### src/rtl/alu_exec_unit_pkg.sv
// alu_exec_unit_pkg: shared constants for the execute-stage ALU.
//   - 3-bit ALU control codes (ALU_*)
//   - 2-bit main-control ALUop encodings (ALUOP_*)
//   - 6-bit R-type funct encodings (FUNCT_*)
// Optional feature macro: ALU_EXT_OPS_EN (XOR/NOR codes are always declared).
package alu_exec_unit_pkg;

  localparam logic [2:0] ALU_AND = 3'b000;
  localparam logic [2:0] ALU_OR  = 3'b001;
  localparam logic [2:0] ALU_ADD = 3'b010;
  localparam logic [2:0] ALU_XOR = 3'b011;
  localparam logic [2:0] ALU_NOR = 3'b100;
  localparam logic [2:0] ALU_SUB = 3'b110;
  localparam logic [2:0] ALU_SLT = 3'b111;

  localparam logic [1:0] ALUOP_MEM   = 2'b00;  // lw/sw/addi -> add
  localparam logic [1:0] ALUOP_BEQ   = 2'b01;  // beq -> sub
  localparam logic [1:0] ALUOP_RTYPE = 2'b10;  // decode funct
  localparam logic [1:0] ALUOP_RSVD  = 2'b11;  // unused -> add, not illegal

  localparam logic [5:0] FUNCT_ADD = 6'b100000;
  localparam logic [5:0] FUNCT_SUB = 6'b100010;
  localparam logic [5:0] FUNCT_AND = 6'b100100;
  localparam logic [5:0] FUNCT_OR  = 6'b100101;
  localparam logic [5:0] FUNCT_XOR = 6'b100110;
  localparam logic [5:0] FUNCT_NOR = 6'b100111;
  localparam logic [5:0] FUNCT_SLT = 6'b101010;

endpackage

### src/rtl/alu_exec_unit_if.sv
// alu_exec_unit_if: operand/control bus into the execute stage and its results.
//   master: drives en, ALUop, funct, A, B, branch; observes all results.
//   slave : the execute unit (consumes inputs, drives results).
interface alu_exec_unit_if #(parameter int WIDTH = 32);
  logic             en;
  logic [1:0]       ALUop;
  logic [5:0]       funct;
  logic [WIDTH-1:0] A;
  logic [WIDTH-1:0] B;
  logic             branch;
  logic [2:0]       ALU_control;
  logic [WIDTH-1:0] ALU_result;
  logic             zero;
  logic             pc_src;
  logic             illegal;
  logic [WIDTH-1:0] result_q;
  logic             zero_q;
  logic             pc_src_q;

  modport master (
    output en, ALUop, funct, A, B, branch,
    input  ALU_control, ALU_result, zero, pc_src, illegal, result_q, zero_q, pc_src_q
  );
  modport slave (
    input  en, ALUop, funct, A, B, branch,
    output ALU_control, ALU_result, zero, pc_src, illegal, result_q, zero_q, pc_src_q
  );
endinterface

### src/rtl/alu_exec_unit_decoder.sv
// alu_decoder: combinational ALUop/funct -> 3-bit ALU control decode.
//   alu_op  in  2  main-control ALU opcode
//   funct   in  6  instruction[5:0]
//   ctrl    out 3  ALU control code
//   illegal out 1  R-type with unrecognised funct
// Feature macro ALU_EXT_OPS_EN adds XOR/NOR funct decodes.
module alu_decoder
  import alu_exec_unit_pkg::*;
(
  input  logic [1:0] alu_op,
  input  logic [5:0] funct,
  output logic [2:0] ctrl,
  output logic       illegal
);

  // funct is only looked at for R-type, so an undriven funct on
  // memory/branch ops can never leak into ctrl.
  always_comb begin
    ctrl    = ALU_ADD;
    illegal = 1'b0;
    case (alu_op)
      ALUOP_BEQ: ctrl = ALU_SUB;
      ALUOP_RTYPE: begin
        case (funct)
          FUNCT_ADD: ctrl = ALU_ADD;
          FUNCT_SUB: ctrl = ALU_SUB;
          FUNCT_AND: ctrl = ALU_AND;
          FUNCT_OR:  ctrl = ALU_OR;
          FUNCT_SLT: ctrl = ALU_SLT;
`ifdef ALU_EXT_OPS_EN
          FUNCT_XOR: ctrl = ALU_XOR;
          FUNCT_NOR: ctrl = ALU_NOR;
`endif
          default:   illegal = 1'b1;  // ctrl stays ADD
        endcase
      end
      default: ;  // ALUOP_MEM / ALUOP_RSVD -> add
    endcase
  end

endmodule

### src/rtl/alu_exec_unit.sv
// alu_exec_unit: execute-stage datapath for the single-cycle MIPS core.
//   clock  in  system clock (rising edge)
//   reset  in  synchronous active-low reset, clears registered outputs only
//   bus    alu_exec_unit_if.slave: en/ALUop/funct/A/B/branch in;
//          ALU_control/ALU_result/zero/pc_src/illegal (combinational) and
//          result_q/zero_q/pc_src_q (registered, captured when en) out
// Feature macro ALU_EXT_OPS_EN enables XOR (011) and NOR (100).
module alu_exec_unit
  import alu_exec_unit_pkg::*;
#(
  parameter int WIDTH = 32
) (
  input  logic          clock,
  input  logic          reset,
  alu_exec_unit_if.slave bus
);

  logic [2:0]       ctrl;
  logic [WIDTH-1:0] res;
  logic             zero;
  logic             pc_src;

  alu_decoder u_dec (
    .alu_op  (bus.ALUop),
    .funct   (bus.funct),
    .ctrl    (ctrl),
    .illegal (bus.illegal)
  );

  always_comb begin
    res = '0;
    case (ctrl)
      ALU_AND: res = bus.A & bus.B;
      ALU_OR:  res = bus.A | bus.B;
      ALU_ADD: res = bus.A + bus.B;
      ALU_SUB: res = bus.A - bus.B;
      ALU_SLT: res = {{(WIDTH-1){1'b0}}, ($signed(bus.A) < $signed(bus.B))};
`ifdef ALU_EXT_OPS_EN
      ALU_XOR: res = bus.A ^ bus.B;
      ALU_NOR: res = ~(bus.A | bus.B);
`endif
      default: res = '0;  // unassigned codes
    endcase
  end

  assign zero   = (res == '0);
  assign pc_src = bus.branch & zero;

  assign bus.ALU_control = ctrl;
  assign bus.ALU_result  = res;
  assign bus.zero        = zero;
  assign bus.pc_src      = pc_src;

  always_ff @(posedge clock) begin
    if (!reset) begin
      bus.result_q <= '0;
      bus.zero_q   <= 1'b0;
      bus.pc_src_q <= 1'b0;
    end else if (bus.en) begin
      bus.result_q <= res;
      bus.zero_q   <= zero;
      bus.pc_src_q <= pc_src;
    end
  end

endmodule

### src/flat_wrapper.sv
// flat-port wrapper written by rule: the top's interface ports become plain ports
module alu_exec_unit_flat import alu_exec_unit_pkg::*;
#(
  parameter int WIDTH = 32
)
  (clock, reset, bus_en, bus_ALUop, bus_funct, bus_A, bus_B, bus_branch, bus_ALU_control, bus_ALU_result, bus_zero, bus_pc_src, bus_illegal, bus_result_q, bus_zero_q, bus_pc_src_q);
  alu_exec_unit_if #(.WIDTH(WIDTH)) bus_i ();
  input  logic clock;
  input  logic reset;
  input wire logic [$bits(bus_i.en)-1:0] bus_en;
  input wire logic [$bits(bus_i.ALUop)-1:0] bus_ALUop;
  input wire logic [$bits(bus_i.funct)-1:0] bus_funct;
  input wire logic [$bits(bus_i.A)-1:0] bus_A;
  input wire logic [$bits(bus_i.B)-1:0] bus_B;
  input wire logic [$bits(bus_i.branch)-1:0] bus_branch;
  output wire logic [$bits(bus_i.ALU_control)-1:0] bus_ALU_control;
  output wire logic [$bits(bus_i.ALU_result)-1:0] bus_ALU_result;
  output wire logic [$bits(bus_i.zero)-1:0] bus_zero;
  output wire logic [$bits(bus_i.pc_src)-1:0] bus_pc_src;
  output wire logic [$bits(bus_i.illegal)-1:0] bus_illegal;
  output wire logic [$bits(bus_i.result_q)-1:0] bus_result_q;
  output wire logic [$bits(bus_i.zero_q)-1:0] bus_zero_q;
  output wire logic [$bits(bus_i.pc_src_q)-1:0] bus_pc_src_q;
  assign bus_i.en = bus_en;
  assign bus_i.ALUop = bus_ALUop;
  assign bus_i.funct = bus_funct;
  assign bus_i.A = bus_A;
  assign bus_i.B = bus_B;
  assign bus_i.branch = bus_branch;
  assign bus_ALU_control = bus_i.ALU_control;
  assign bus_ALU_result = bus_i.ALU_result;
  assign bus_zero = bus_i.zero;
  assign bus_pc_src = bus_i.pc_src;
  assign bus_illegal = bus_i.illegal;
  assign bus_result_q = bus_i.result_q;
  assign bus_zero_q = bus_i.zero_q;
  assign bus_pc_src_q = bus_i.pc_src_q;
  alu_exec_unit #(.WIDTH(WIDTH)) u_core (.clock(clock), .reset(reset), .bus(bus_i));
endmodule
### config.mk
export PLATFORM = sky130hd
export DESIGN_NAME = alu_exec_unit_flat
export DESIGN_NICKNAME = d
export VERILOG_FILES = /design/src/rtl/alu_exec_unit_pkg.sv /design/src/rtl/alu_exec_unit_if.sv /design/src/rtl/alu_exec_unit_decoder.sv /design/src/rtl/alu_exec_unit.sv /design/src/flat_wrapper.sv
export SDC_FILE = /design/constraint.sdc
export NUM_CORES = 1
export LEC_CHECK = 0
export CAP_MARGIN = 40
export CELL_PAD_IN_SITES_DETAIL_PLACEMENT = 2
export CELL_PAD_IN_SITES_GLOBAL_PLACEMENT = 2
export CORE_ASPECT_RATIO = 0.7
export CORE_UTILIZATION = 29
export CTS_CLUSTER_SIZE = 30
export DETAILED_ROUTE_END_ITERATION = 6
export HOLD_SLACK_MARGIN = 0.02
export PLACE_DENSITY_LB_ADDON = 0.15
export SYNTH_ARGS = -nofsm -noshare
export SYNTH_HDL_FRONTEND = slang
export SYNTH_SLANG_ARGS = --single-unit
### constraint.sdc
create_clock -name clock -period 6.75 [get_ports clock]
set_input_delay 1.35 -clock clock [delete_from_list [all_inputs] [get_ports clock]]
set_output_delay 1.35 -clock clock [all_outputs]
set_load 0.01 [all_outputs]
==> impl_results.rst, run 1 <==
.. list-table::
   :header-rows: 1

   * - Metric
     - Value
   * - Status
     - did not finish
   * - Halt point of the flow
     - global routing
   * - First error line in the log
     - [ERROR DPL-0033] detailed placement checks failed during check placement.
   * - Synthesized netlist net count
     - 1206
   * - Antenna violations before repair
     - 7
   * - Weighted congestion at the end of routability-driven global placement
     - 0.947
   * - Ports
     - 148
   * - Pin count of the biggest net entering global routing
     - 44
   * - Row Count
     - 47
   * - Yosys top cell area share
     - 0.175
   * - Async set or reset register ratio after synthesis
     - 0
   * - Die Width
     - 188 µm
   * - H-tree levels
     - 2
   * - Synth warnings
     - 0
   * - Per-instance average area after synthesis
     - 6.79 µm²
   * - Starting density of the core
     - 0.296
   * - Post-synth EDFFs
     - 0
   * - Distinct cell type count after synthesis
     - 79
   * - Type of pin the worst path ends at
     - primary output
   * - Number of synthesized register bits
     - 34
   * - Worst setup endpoint after the global-route repair_timing
     - bus_pc_src
   * - Post-synthesis cell area
     - 6990 µm²
   * - Bufs on Longest Clock Path
     - 2
   * - Count of buffers inserted at the top-level ports
     - 147
   * - Number of buffers created by CTS
     - 5
   * - Most used flip-flop cell after synthesis
     - dfxtp_1
   * - HPWL after DPL
     - 42100 µm
   * - Most frequent cells after synthesis
     - 114 x nor2_1, 112 x inv_1, 98 x a21oi_1, 98 x ha_1, 72 x nand2_1
   * - Y dimension of the die
     - 132 µm
   * - Sequential cell area fraction in the yosys report
     - 0.0974
   * - Library cell with the highest instance count after synthesis
     - nor2_1
   * - # clock sinks
     - 34
   * - Number of cells produced by synthesis
     - 1030
   * - Library cell with the largest summed area after synthesis
     - ha_1
   * - Ranking of synthesized cells by area
     - ha_1 18%, dfxtp_1 9.7%, a21oi_1 7.0%
   * - Clock tree root driver cell
     - clkbuf_16
## repair_timing
action                                  4_1_cts
endpoints found under the hold margin         0
pin swaps                                    37
endpoints found under the setup margin        8
hold buffers                                  0
gates cloned                                  0
gates resized for setup                     148
buffers inserted                             15
## through the flow
step	setup TNS (ns)	worst slack, ns	utilization	instances	cell area [µm²]
4_1_cts	-0.0234	-0.0234	0.526	1829	12400
3_5_place_dp	-2.39	-0.926	0.486	1806	11500
3_3_place_gp	-1.53	-0.702	0.484	1804	11400
2_1_floorplan	0	0.495	-	1030	6990
## cell families after synthesis
group / count (synthesis) / share of synthesized area
fa+ha+maj: 100 / 0.181
flops: 34 / 0.0974
compound gates: 355 / 0.346
xor+xnor: 14 / 0.0175
buf+inv: 177 / 0.0981
mux: 16 / 0.0231
simple gates: 334 / 0.236
==> run 2, diff against run 1 <==
--- a/config.mk
+++ b/config.mk
@@ -6,13 +6,8 @@
 export NUM_CORES = 1
 export LEC_CHECK = 0
 export CAP_MARGIN = 40
-export CELL_PAD_IN_SITES_DETAIL_PLACEMENT = 2
-export CELL_PAD_IN_SITES_GLOBAL_PLACEMENT = 2
-export CORE_ASPECT_RATIO = 0.7
-export CORE_UTILIZATION = 29
-export CTS_CLUSTER_SIZE = 30
+export CORE_UTILIZATION = 35
 export DETAILED_ROUTE_END_ITERATION = 6
-export HOLD_SLACK_MARGIN = 0.02
 export PLACE_DENSITY_LB_ADDON = 0.15
 export SYNTH_ARGS = -nofsm -noshare
 export SYNTH_HDL_FRONTEND = slang
==> run 2 against run 1 <==
Against the previous run:
- the flow now finishes without violations
- synthesized cell count unchanged
- synthesized area unchanged
==> impl_results.rst, run 2 <==
.. list-table::
   :header-rows: 1

   * - Metric
     - Value
   * - Max-Cap Viols
     - 0
   * - Most frequent standard cell in the layout excluding fill and tap cells
     - buf_4
   * - Leakage
     - 5.58 nW
   * - Antenna-violating nets left
     - 0
   * - Hold/Removal Path Class
     - reg2reg
   * - Sequential cell area fraction in the yosys report
     - 0.0974 (unchanged)
   * - Pin count of the biggest net entering global routing
     - 56
   * - Number of global-route vias before repair
     - 8628
   * - Number of fillers in the final layout
     - 1897
   * - Via-to-Cell Ratio
     - 5.43
   * - Library cell with the largest summed area after synthesis
     - ha_1 (unchanged)
   * - Setup repair after global routing missed its margin
     - yes
   * - Y dimension of the die
     - 143 µm (was 132 µm)
   * - Max-slew violation count
     - 0
   * - Number of buffers created by CTS
     - 5 (unchanged)
   * - Per-instance average area after synthesis
     - 6.79 µm² (unchanged)
   * - # clock sinks
     - 34 (unchanged)
   * - Register with the most flip-flops
     - u_core.bus.result_q
   * - Worst reg2reg path endpoint
     - u_core.bus.result_q[11]
   * - Area of the core
     - 19500 µm²
   * - Final Instance Count excl. Fillers
     - 1746
   * - Beginning of the worst register-to-register path
     - u_core.bus.result_q[11]
   * - Top cell by count, worst path
     - nand4_1
   * - Weighted congestion at the end of routability-driven global placement
     - 0.986 (was 0.947)
   * - Fraction of layout cells with a size suffix above 1
     - 0.306
   * - Clock input transition at the sequential cells of the worst setup and hold paths
     - 0.06 ns
   * - CP delay by family, top
     - simple AND/OR/NAND/NOR gates
   * - Wire length of the first global-routing pass
     - 47200 µm
   * - Syn-to-layout area delta
     - 69.1%
   * - Final setup violation count
     - 0
   * - Distinct cell type count after synthesis
     - 79 (unchanged)
   * - Routed WL
     - 31100 µm
   * - Post-synthesis cell area
     - 6990 µm² (unchanged)
   * - ANT cells
     - 0
   * - Count of nets after finishing
     - 1656
   * - FF-to-FF setup slack
     - 6.02 ns
   * - Number of cells produced by synthesis
     - 1030 (unchanged)
   * - Global routing usage summed across all routing layers
     - 0.298
   * - Ranking of synthesized cells by area
     - ha_1 18%, dfxtp_1 9.7%, a21oi_1 7.0% (unchanged)
   * - Library cell with the highest instance count after synthesis
     - nor2_1 (unchanged)
   * - Row Count
     - 51 (was 47)
   * - Post-synth EDFFs
     - 0 (unchanged)
   * - Sum of buffers and inverters on the critical path
     - 3
   * - Die Width
     - 143 µm (was 188 µm)
   * - Worst slew slack as a fraction of its limit
     - 0.524
   * - Worst setup slack after layout
     - 0.126 ns
   * - Worst min-delay path startpoint
     - u_core.bus.result_q[1]
   * - Total non-filler cell area in the finished layout
     - 11800 µm²
   * - Number of cells traversed by the worst register-to-register path
     - 2
   * - Total number of vias
     - 9481
   * - Critical path data required time
     - 5.40 ns
   * - Crit path launch type
     - input pin
   * - Slowest-stage cell, CP
     - or4_4
   * - Status
     - complete, no violations (was did not finish)
   * - Bufs on Longest Clock Path
     - 2 (unchanged)
   * - TritonCTS clock tree
     - done
   * - Placed cell count
     - 1723 (was 1806)
   * - Synth warnings
     - 0 (unchanged)
   * - Fin crit share
     - 0.981
   * - Overall die area
     - 20500 µm²
   * - Final core area utilization
     - 0.605
   * - Peak VDD IR
     - 117 µV
   * - HPWL after DPL
     - 25800 µm (was 42100 µm)
   * - Clock Skews
     - 0 ns
   * - Maximum fanout count along the critical path
     - 4
   * - H-tree levels
     - 2 (unchanged)
   * - Critical setup path kind
     - in2out
   * - Largest register FFs
     - 32
   * - Yosys top cell area share
     - 0.175 (unchanged)
   * - Clk_lat worst skew
     - 0.28 ns
   * - Hold Violations, Final
     - 0
   * - Number of cells traversed by the worst hold path
     - 2
   * - Max incr delay on CP
     - 0.52 ns
   * - Hold buffers post-CTS
     - 0 (unchanged)
   * - Commonest cells after routing, fill and taps aside
     - 349 x buf_4, 138 x clkdlybuf4s50_1, 111 x nor2_1, 111 x inv_1, 90 x a21oi_1
   * - Min Hold Slack
     - 0.471 ns
   * - Number of synthesized register bits
     - 34 (unchanged)
   * - Post-Place Worst Slack
     - -0.801 ns (was -0.926 ns)
   * - Antenna violations before repair
     - 0
   * - Per-cell routed wire length
     - 17.8 µm
   * - Least-Margin Pin Slew
     - 0.713 ns
   * - Synthesized netlist net count
     - 1206 (unchanged)
   * - Highest Clock Rate
     - 0.151 GHz
   * - Total cell area at the placement stage
     - 11200 µm² (was 11500 µm²)
   * - Drt drc
     - 0
   * - Largest registers
     - u_core.bus.result_q (32), u_core.bus.pc_src_q (1), u_core.bus.zero_q (1)
   * - Most frequent cells after synthesis
     - 114 x nor2_1, 112 x inv_1, 98 x a21oi_1, 98 x ha_1, 72 x nand2_1 (unchanged)
   * - Capture endpoint of the worst hold path
     - u_core.bus.result_q[1]
   * - Initial DRT Pass Iterations
     - 6
   * - DRT iter0 DRCs
     - 983
   * - Data arrival, critical path
     - 5.27 ns
   * - Count of buffers inserted at the top-level ports
     - 147 (unchanged)
   * - Type of element capturing the critical path
     - output port
   * - Most used flip-flop cell after synthesis
     - dfxtp_1 (unchanged)
   * - Tmin final
     - 6.62 ns
   * - Total congestion overflow
     - 0
   * - Critical Path, Cell by Cell
     - clkdlybuf4s50_1 > inv_1 > ha_4 > a211oi_4 > nor2_1 > xnor2_1 > or4b_1 > a2111o_1 > a211oi_2 > nand4_1 > nor4_4 > nand4_1 > or4_4 > nor2_2 > clkdlybuf4s15_2
   * - Power per Cell Area
     - 139 nW/µm²
   * - Ports
     - 148 (unchanged)
   * - Starting density of the core
     - 0.358 (was 0.296)
   * - Clock tree root driver cell
     - clkbuf_16 (unchanged)
   * - Async set or reset register ratio after synthesis
     - 0 (unchanged)
run 2: cell counts after synthesis:
Identical to the previous run, type by type.
run 2: stage by stage:
stage          total power [mW]  TNS, ns
5_1_grt                    1.74  -0.0554
2_1_floorplan             0.714        0
4_1_cts                    1.59        0
3_5_place_dp               1.31    -2.00
6_report                   1.64        0
3_3_place_gp               1.30    -1.57
run 2: worst reg2reg max path, stage by stage, from the launching register on:
cell and delay [ns]:
dfxtp_1 0.34, nor2_1 0.05, a211oi_1 0.25
run 2: cell families after synthesis:
group	share of synthesized area
DFF	0.0974
xor gates and xnor gates	0.0175
muxes	0.0231
AOI/OAI and AO/OA	0.346
adders and majority gates	0.181
buffers and inverters	0.0981
and+or+nand+nor	0.236
run 2: final cells by class:
| class | count | area (µm²) | area share |
|---|---|---|---|
| tap | 265 | 332 | 0.0281 |
| timing repair buffer | 503 | 4210 | 0.356 |
| clock buffer | 6 | 139 | 0.0118 |
| inverter | 117 | 439 | 0.0372 |
| sequential | 34 | 681 | 0.0576 |
| multi-input combinational | 819 | 6010 | 0.508 |
| clock inverter | 2 | 12.5 | 0.00106 |
run 2: how the worst max path moves through the flow:
stage | depth (start not counted) | start | to | slack, ns
6_report | 15 | bus_A[2] | bus_zero | 0.13
5_1_grt | 19 | bus_B[4] | bus_zero | -0.05
4_1_cts | 18 | bus_B[0] | bus_zero | 0.00009
3_5_place_dp | 15 | bus_B[0] | bus_pc_src | -0.80
3_3_place_gp | 15 | bus_B[0] | bus_pc_src | -0.69
2_1_floorplan | 13 | bus_B[0] | bus_pc_src | 0.49
run 2: power breakdown:
group | total (mW) | internal [mW] | switching, mW
combinational | 1.16 | 0.585 | 0.574
sequential | 0.230 | 0.220 | 0.00981
clock | 0.248 | 0.147 | 0.102
total | 1.64 | 0.952 | 0.685
run 2: metal layers:
layer,part of all wire,global-route usage
met2,0.45,0.477
met1,0.47,0.421
met4,0.019,0.0722
met5,0,0
met3,0.066,0.0377
run 2: repair_timing:
action                                  4_1_cts  5_1_grt
pin swaps                                    18       27
cloned                                        0        0
endpoints found under the setup margin        4        6
gates resized for setup                      33       60
buffers inserted                              8        7
No activity file was read; power rests on OpenSTA's default activity.
==> run 3, diff against run 2 <==
--- a/config.mk
+++ b/config.mk
@@ -8,7 +8,9 @@
 export CAP_MARGIN = 40
 export CORE_UTILIZATION = 35
 export DETAILED_ROUTE_END_ITERATION = 6
+export GPL_ROUTABILITY_DRIVEN = 0
 export PLACE_DENSITY_LB_ADDON = 0.15
+export SLEW_MARGIN = 20
 export SYNTH_ARGS = -nofsm -noshare
 export SYNTH_HDL_FRONTEND = slang
 export SYNTH_SLANG_ARGS = --single-unit
==> run 3 against run 2 <==
Against the previous run:
- die area unchanged
- register-to-register slack barely moved
- critical path depth is 1 lower
- via count increased by 0.26%
- sequential power barely moved
- clock-buffer cell count fell by 1
- utilization down 0.65 points
- critical endpoint is now bus_pc_src
- clock power grew 27%
- setup slack barely moved
- design area down 1.1%
==> impl_results.rst, run 3 (same netlist as run 2, synthesis figures left out) <==
.. list-table::
   :header-rows: 1

   * - Metric
     - Value
   * - Clk_lat worst skew
     - 0.28 ns (about the same)
   * - Overall die area
     - 20500 µm² (unchanged)
   * - Data arrival, critical path
     - 5.27 ns (about the same)
   * - Least-Margin Pin Slew
     - 0.632 ns (was 0.713 ns)
   * - Number of global-route vias before repair
     - 9006 (was 8628)
   * - Per-cell routed wire length
     - 17.6 µm (was 17.8 µm)
   * - Row Count
     - 51 (unchanged)
   * - Total congestion overflow
     - 0 (unchanged)
   * - Worst setup slack after layout
     - 0.125 ns (was 0.126 ns)
   * - Bufs on Longest Clock Path
     - 2 (unchanged)
   * - Area of the core
     - 19500 µm² (unchanged)
   * - Max-slew violation count
     - 0 (unchanged)
   * - Antenna-violating nets left
     - 0 (unchanged)
   * - Power per Cell Area
     - 144 nW/µm² (was 139 nW/µm²)
   * - Antenna violations before repair
     - 0 (unchanged)
   * - Register with the most flip-flops
     - u_core.bus.result_q (unchanged)
   * - Number of buffers created by CTS
     - 5 (unchanged)
   * - Largest registers
     - u_core.bus.result_q (32), u_core.bus.pc_src_q (1), u_core.bus.zero_q (1) (unchanged)
   * - Fraction of layout cells with a size suffix above 1
     - 0.305 (was 0.306)
   * - # clock sinks
     - 34 (unchanged)
   * - Crit path launch type
     - input pin (unchanged)
   * - Final core area utilization
     - 0.599 (was 0.605)
   * - Highest Clock Rate
     - 0.151 GHz (about the same)
   * - Leakage
     - 5.45 nW (was 5.58 nW)
   * - Total negative slack
     - 0 ns (unchanged)
   * - Total number of vias
     - 9506 (was 9481)
   * - Die Width
     - 143 µm (unchanged)
   * - Worst slew slack as a fraction of its limit
     - 0.579 (was 0.524)
   * - Most frequent standard cell in the layout excluding fill and tap cells
     - buf_4 (unchanged)
   * - Count of buffers inserted at the top-level ports
     - 147 (unchanged)
   * - HPWL after DPL
     - 24700 µm (was 25800 µm)
   * - Largest register FFs
     - 32 (unchanged)
   * - ANT cells
     - 0 (unchanged)
   * - Clock input transition at the sequential cells of the worst setup and hold paths
     - 0.06 ns (about the same)
   * - Routed WL
     - 30100 µm (was 31100 µm)
   * - Initial DRT Pass Iterations
     - 5 (was 6)
   * - Starting density of the core
     - 0.358 (unchanged)
   * - Post-Place Worst Slack
     - -0.728 ns (was -0.801 ns)
   * - DRT iter0 DRCs
     - 796 (was 983)
   * - Drt drc
     - 0 (unchanged)
   * - Pin count of the biggest net entering global routing
     - 56 (unchanged)
   * - Status
     - complete, no violations (unchanged)
   * - TritonCTS clock tree
     - done (unchanged)
   * - Clock Skews
     - 0 ns (unchanged)
   * - Hold buffers post-CTS
     - 0 (unchanged)
   * - Y dimension of the die
     - 143 µm (unchanged)
   * - H-tree levels
     - 2 (unchanged)
   * - Clock tree root driver cell
     - clkbuf_16 (unchanged)
   * - Hold/Removal Path Class
     - reg2reg (unchanged)
   * - Critical setup path kind
     - in2out (unchanged)
   * - Ports
     - 148 (unchanged)
   * - Via-to-Cell Ratio
     - 5.54 (was 5.43)
   * - Syn-to-layout area delta
     - 67.3% (was 69.1%)
   * - Wire length of the first global-routing pass
     - 46100 µm (was 47200 µm)
   * - Critical path data required time
     - 5.40 ns (about the same)
   * - Max-Cap Viols
     - 0 (unchanged)
   * - Tmin final
     - 6.62 ns (about the same)
   * - Setup repair after global routing missed its margin
     - yes (unchanged)
   * - Fin crit share
     - 0.981 (about the same)
   * - Number of fillers in the final layout
     - 1875 (was 1897)
   * - Commonest cells after routing, fill and taps aside
     - 322 x buf_4, 139 x clkdlybuf4s50_1, 111 x inv_1 (was 349 x buf_4, 138 x clkdlybuf4s50_1, 111 x nor2_1, 111 x inv_1, 90 x a21oi_1)
   * - Final setup violation count
     - 0 (unchanged)
   * - Maximum fanout count along the critical path
     - 5 (was 4)
   * - Peak VDD IR
     - 83.6 µV (was 117 µV)
   * - Overall Power
     - 1.68 mW (was 1.64 mW)
   * - Type of element capturing the critical path
     - output port (unchanged)
   * - Global routing usage summed across all routing layers
     - 0.285 (was 0.298)
   * - Count of nets after finishing
     - 1626 (was 1656)
   * - Hold Violations, Final
     - 0 (unchanged)
-- run 3: report_power, final --
group          total (mW)  switching [mW]  internal [mW]
Combinational        1.14           0.572          0.568
Sequential          0.230         0.00961          0.220
Clock               0.314           0.101          0.213
Total                1.68           0.683           1.00
-- run 3: layout make-up --
cell class	count	area [µm²]	share of cell area
flip-flops and latches	34	681	0.0582
inverters	117	439	0.0376
clock buffers	5	125	0.0107
multi-input cells	819	6100	0.522
clock inverters	3	68.8	0.00589
repair buffers	473	3940	0.337
well taps	265	332	0.0284
-- run 3: metal layers --
layer,up-vias,wire length (µm),GRT usage
met5,-,0,0
met4,0,1090,0.114
met3,83,3060,0.0663
met2,506,13000,0.452
met1,4329,13000,0.372
li1,4588,-,-
-- run 3: timing repair --
item,4_1_cts,5_1_grt
pin swaps,14,31
endpoints found under the setup margin,4,5
endpoints found under the hold margin,0,0
setup buffers,4,5
gates resized for setup,30,83
-- run 3: worst paths after layout --
check,to,depth (start not counted),from,slack (ns)
worst max register to register,u_core.bus.result_q[16],2,u_core.bus.result_q[16],6.02
worst max-delay path,bus_pc_src,14,bus_funct[5],0.13
worst min register to register,u_core.bus.result_q[1],2,u_core.bus.result_q[1],0.47
worst min-delay path,u_core.bus.result_q[1],2,u_core.bus.result_q[1],0.47
-- run 3: per-stage QoR --
step	std cells	hold slack [ns]	area [µm²]
3_3_place_gp	1698	0.460	10900
6_report	1716	0.469	11700
4_1_cts	1711	0.470	11300
3_5_place_dp	1699	0.460	11000
5_1_grt	1716	0.484	11700
2_1_floorplan	1030	0.494	6990
-- run 3: worst max-delay path: stages --
cell             delay, ns
clkdlybuf4s50_1       0.51
or3b_4                0.41
buf_4                 0.17
o21ai_2               0.14
a211o_1               0.25
o221ai_2              0.14
or4b_4                0.54
a211oi_2              0.22
nand4_1               0.17
nor4_2                0.36
nand4_1               0.14
or4_4                 0.57
nor3_2                0.18
buf_2                 0.14
==> run 4, diff against run 3 <==
==> constraint.sdc (replaced) <==
create_clock -name clock -period 6.85 [get_ports clock]
set_input_delay 1.37 -clock clock [delete_from_list [all_inputs] [get_ports clock]]
set_output_delay 1.37 -clock clock [all_outputs]
set_load 0.01 [all_outputs]
==> run 4 against run 3 <==
Against the previous run:
- first-iteration DRC count is 8.7% higher
- routed wire length is 2.3% lower
- non-clock buffer count is 27 lower
- final cell count is 1.6% lower
- design area is 3.2% lower
- power is 4.1% lower
- clock-buffer cell count stayed put
- via count is 2.4% lower
- hold slack better by 0.011 ns
- critical path depth is 4 higher
- sequential power hardly changed
- critical endpoint unchanged
- largest cell class unchanged
- largest power group unchanged
- highest routed layer unchanged
==> impl_results.rst, run 4 (same netlist as run 2, synthesis figures left out) <==
.. list-table::
   :header-rows: 1

   * - Metric
     - Value
   * - Clock input transition at the sequential cells of the worst setup and hold paths
     - 0.05 ns (was 0.06 ns)
   * - Number of buffers created by CTS
     - 5 (unchanged)
   * - Least-Margin Pin Slew
     - 0.632 ns (about the same)
   * - Critical path data required time
     - 5.48 ns (was 5.40 ns)
   * - Largest register FFs
     - 32 (unchanged)
   * - Highest Clock Rate
     - 0.150 GHz
   * - H-tree levels
     - 2 (unchanged)
   * - Die Width
     - 143 µm (unchanged)
   * - Y dimension of the die
     - 143 µm (unchanged)
   * - Hold/Removal Path Class
     - reg2reg (unchanged)
   * - Total non-filler cell area in the finished layout
     - 11300 µm² (was 11700 µm²)
   * - # clock sinks
     - 34 (unchanged)
   * - Critical setup path kind
     - in2out (unchanged)
   * - Per-cell routed wire length
     - 17.4 µm (was 17.6 µm)
   * - Type of element capturing the critical path
     - output port (unchanged)
   * - Power per Cell Area
     - 143 nW/µm² (was 144 nW/µm²)
   * - Initial DRT Pass Iterations
     - 5 (unchanged)
   * - Peak VDD IR
     - 92.5 µV (was 83.6 µV)
   * - Final setup violation count
     - 0 (unchanged)
   * - Data arrival, critical path
     - 5.32 ns (was 5.27 ns)
   * - Leakage
     - 5.29 nW (was 5.45 nW)
   * - Area of the core
     - 19500 µm² (unchanged)
   * - Total number of vias
     - 9276 (was 9506)
   * - Min Hold Slack
     - 0.480 ns (was 0.469 ns)
   * - Hold Violations, Final
     - 0 (unchanged)
   * - Clock tree root driver cell
     - clkbuf_16 (unchanged)
   * - Max-slew violation count
     - 0 (unchanged)
   * - Total cell area at the placement stage
     - 10800 µm² (was 11000 µm²)
   * - Count of nets after finishing
     - 1599 (was 1626)
   * - Crit path launch type
     - input pin (unchanged)
   * - Wire length of the first global-routing pass
     - 45300 µm (was 46100 µm)
   * - ANT cells
     - 0 (unchanged)
   * - Commonest cells after routing, fill and taps aside
     - 295 x buf_4, 140 x clkdlybuf4s50_1, 113 x nor2_1 (was 322 x buf_4, 139 x clkdlybuf4s50_1, 111 x inv_1)
   * - Setup repair after global routing missed its margin
     - no (was yes)
   * - Drt drc
     - 0 (unchanged)
   * - Total congestion overflow
     - 0 (unchanged)
   * - Antenna-violating nets left
     - 0 (unchanged)
   * - Worst setup slack after layout
     - 0.162 ns (was 0.125 ns)
   * - Largest registers
     - u_core.bus.result_q (32), u_core.bus.pc_src_q (1), u_core.bus.zero_q (1) (unchanged)
   * - Max-Cap Viols
     - 0 (unchanged)
   * - Starting density of the core
     - 0.358 (unchanged)
   * - Routed WL
     - 29400 µm (was 30100 µm)
   * - Clock Skews
     - 0 ns (unchanged)
   * - Overall die area
     - 20500 µm² (unchanged)
   * - Status
     - complete, no violations (unchanged)
   * - Count of buffers inserted at the top-level ports
     - 147 (unchanged)
   * - Global routing usage summed across all routing layers
     - 0.282 (was 0.285)
   * - Syn-to-layout area delta
     - 62.0% (was 67.3%)
   * - Pin count of the biggest net entering global routing
     - 56 (unchanged)
   * - Maximum fanout count along the critical path
     - 8 (was 5)
   * - Clk_lat worst skew
     - 0.28 ns (about the same)
   * - Total negative slack
     - 0 ns (unchanged)
   * - TritonCTS clock tree
     - done (unchanged)
   * - Via-to-Cell Ratio
     - 5.49 (was 5.54)
   * - Most frequent standard cell in the layout excluding fill and tap cells
     - buf_4 (unchanged)
   * - Hold buffers post-CTS
     - 0 (unchanged)
   * - Fraction of layout cells with a size suffix above 1
     - 0.267 (was 0.305)
   * - Register with the most flip-flops
     - u_core.bus.result_q (unchanged)
   * - Antenna violations before repair
     - 0 (unchanged)
   * - Tmin final
     - 6.69 ns
   * - Worst slew slack as a fraction of its limit
     - 0.578 (was 0.579)
   * - DRT iter0 DRCs
     - 865 (was 796)
   * - Post-Place Worst Slack
     - -0.731 ns (was -0.728 ns)
   * - Final Instance Count excl. Fillers
     - 1689 (was 1716)
   * - Placed cell count
     - 1675 (was 1699)
   * - Fin crit share
     - 0.976
   * - Row Count
     - 51 (unchanged)
   * - Bufs on Longest Clock Path
     - 2 (unchanged)
   * - Number of global-route vias before repair
     - 8497 (was 9006)
   * - HPWL after DPL
     - 24300 µm (was 24700 µm)
   * - Ports
     - 148 (unchanged)
-- run 4: changes by cell type in the layout (fill, tap and decap cells not counted), sizes merged --
cell and change:
clkdlybuf4s50 +1, buf -27, dlymetal6s2s -1
-- run 4: area by class of cell --
type                       instances  area [µm²]
fill                            1904        8200
multi-input combinational        819        5910
timing repair buffer             446        3770
sequential                        34         681
inverter                         117         439
tap                              265         332
clock buffer                       5         125
clock inverter                     3        68.8
-- run 4: path summary, 6_finish.rpt --
check | start | endpoint | slack, ns | cells after the start
setup / recovery | bus_B[4] | bus_pc_src | 0.16 | 18
hold / removal | u_core.bus.result_q[1] | u_core.bus.result_q[1] | 0.48 | 2
setup reg to reg | u_core.bus.result_q[27] | u_core.bus.result_q[27] | 6.15 | 2
hold reg to reg | u_core.bus.result_q[1] | u_core.bus.result_q[1] | 0.48 | 2
-- run 4: timing repair --
action / CTS / global route
setup endpoints to repair: 3 / 5
pin swaps: 8 / 24
setup buffers: 2 / 4
resized for setup: 20 / 46
-- run 4: worst max-delay path: stages --
cell and delay [ns]:
clkdlybuf4s50_1 0.47, inv_1 0.06, ha_1 0.30, buf_4 0.17
nor2_1 0.13, buf_4 0.13, a221oi_1 0.06, buf_4 0.15
a211o_1 0.30, and2_1 0.25, o21a_1 0.21, a221oi_1 0.50
o21ai_1 0.18, nor4_2 0.15, nand4b_1 0.14, or4_4 0.46
nor3_2 0.11, buf_2 0.15
-- run 4: power breakdown --
part           switching (mW)  leakage, nW  internal, mW
clock                  0.0981       0.0940         0.209
combinational           0.547         4.92         0.534
sequential            0.00957        0.281         0.217
-- run 4: stage by stage --
step           power [mW]  utilization
2_1_floorplan       0.703            -
3_3_place_gp         1.24        0.552
5_1_grt              1.71        0.580
3_5_place_dp         1.25        0.554
4_1_cts              1.58        0.567
6_report             1.61        0.580
-- run 4: routing by layer --
layer,track usage,wire [µm],vias up
met5,0,0,-
met4,0.0694,707,0
met3,0.0360,2520,59
met2,0.455,12800,420
met1,0.395,13400,4265
li1,-,-,4532
==> variant, RTL diff (flow settings as in run 3) <==
`WIDTH` is set to 32 in 3 places; all go to 24.
--- a/src/rtl/alu_exec_unit_if.sv
+++ b/src/rtl/alu_exec_unit_if.sv
@@ -2,5 +2,5 @@
 //   master: drives en, ALUop, funct, A, B, branch; observes all results.
 //   slave : the execute unit (consumes inputs, drives results).
-interface alu_exec_unit_if #(parameter int WIDTH = 32);
+interface alu_exec_unit_if #(parameter int WIDTH = 24);
   logic             en;
   logic [1:0]       ALUop;
--- a/src/rtl/alu_exec_unit.sv
+++ b/src/rtl/alu_exec_unit.sv
@@ -9,5 +9,5 @@
   import alu_exec_unit_pkg::*;
 #(
-  parameter int WIDTH = 32
+  parameter int WIDTH = 24
 ) (
   input  logic          clock,
--- a/src/flat_wrapper.sv
+++ b/src/flat_wrapper.sv
@@ -2,5 +2,5 @@
 module alu_exec_unit_flat import alu_exec_unit_pkg::*;
 #(
-  parameter int WIDTH = 32
+  parameter int WIDTH = 24
 )
   (clock, reset, bus_en, bus_ALUop, bus_funct, bus_A, bus_B, bus_branch, bus_ALU_control, bus_ALU_result, bus_zero, bus_pc_src, bus_illegal, bus_result_q, bus_zero_q, bus_pc_src_q);
Interface: changed (resized bus_A, bus_ALU_result, bus_B and bus_result_q); port bits go from 148 to 116. No check against the original RTL was run, so the function may have changed too.
==> variant against run 3 <==
  * Worst setup slack better by 0.020 ns
  * Register-to-register slack better by 0.02 ns
  * Sequential cell count is 8 lower
  * Synthesized cell count is 32% lower
  * Clock power is 55% lower
  * Total power is 41% lower
  * Synthesized area is 30% lower
  * Routed wire length is 42% lower
  * Via count is 38% lower
  * Sequential power is 23% lower
  * Design area is 39% lower
  * Cell count is 39% lower
==> variant: results <==
[route]
wl_met3_um = 1340
wirelength_um = 17500
drt_pass1_iterations = 6
num_vias = 5907
dr_wl_met2_um = 7790

[worst_setup_path]
crit_start = "bus_A[13]"
cp_top_family = "compound AO/OA/AOI/OAI gates"
reg2reg_to = "u_core.bus.result_q[23]"
slowest_stage = "clkdlybuf4s50_1"
slowest_delay_ns = 0.52
regToRegSetupSlack_ns = 6.04
path_max_fanout = 9
r2r_start = "u_core.bus.result_q[23]"

[logic_synthesis]
synth_nets = 834
ys_seq_area_share_pct = 10.6
synthAdderAreaFrac_pct = 19.7
synth_compound_area_share_pct = 36.4
ys_types = 73
synth-xor-area-share_pct = 1.25

[clock_tree]
cts-resized-gates = 4
insertion_delay_ns = 0.25
htree_levels = 1
cts_buffers = 3
post-cts-setup-buffer-count = 0

[placed_design]
hpwl_um = 14100
port_buffers = 115
place_area_sq_um = 6780

[global_route]
grt_max_degree = 47
grt_pass1_wl_um = 27500

[cells_and_area]
layout.non_clock_inverters = 96
layout-drive-gt1-share_pct = 17.5
reg.largest.list = "u_core.bus.result_q: 24 flops, u_core.bus.pc_src_q: 1 flops, u_core.bus.zero_q: 1 flops"
fin_nets = 1004
final-clk-cell-share_pct = 1.25
multi_input_gates = 539
largest_register_ffs = 24
fillers = 1344
clkbuf_count = 4
sh_seq_area_pct = 7.33
buf_share_pct = 25.7

[pwr]
powerDensity_nw_per_um2 = 140
leakage_nw = 3.23

[worst_hold_path]
min_from = "u_core.bus.pc_src_q"
hold-path-endpoint = "u_core.bus.pc_src_q"

[timing]
worst_pin_slew_ns = 0.768

[run_status]
status = "complete, no violations"
variant: changes by cell type after synthesis, moves of 23 or more:
cell and delta:
a21oi_1 -40, ha_1 -24, nor2_1 -45, o21ai_0 -25, clkbuf_1 -25, nand2_1 -35, inv_1 -23
variant: metrics by stage:
step	hold slack (ns)	setup slack (ns)	instances	utilization, %
2_1_floorplan	0.494	1.33	698	-
3_3_place_gp	0.465	-0.0773	1037	50.4
3_5_place_dp	0.463	-0.111	1037	50.4
4_1_cts	0.473	0.00925	1041	51.2
5_1_grt	0.497	-0.0276	1043	52.8
6_report	0.472	0.146	1043	52.8
variant: power by group through the flow:
stage          Combinational (mW)  Sequential [mW]  Clock (mW)
2_1_floorplan               0.320            0.185           0
3_3_place_gp                0.627            0.179           0
3_5_place_dp                0.634            0.179           0
4_1_cts                     0.640            0.176       0.142
5_1_grt                     0.728            0.177       0.150
6_report                    0.678            0.176       0.141
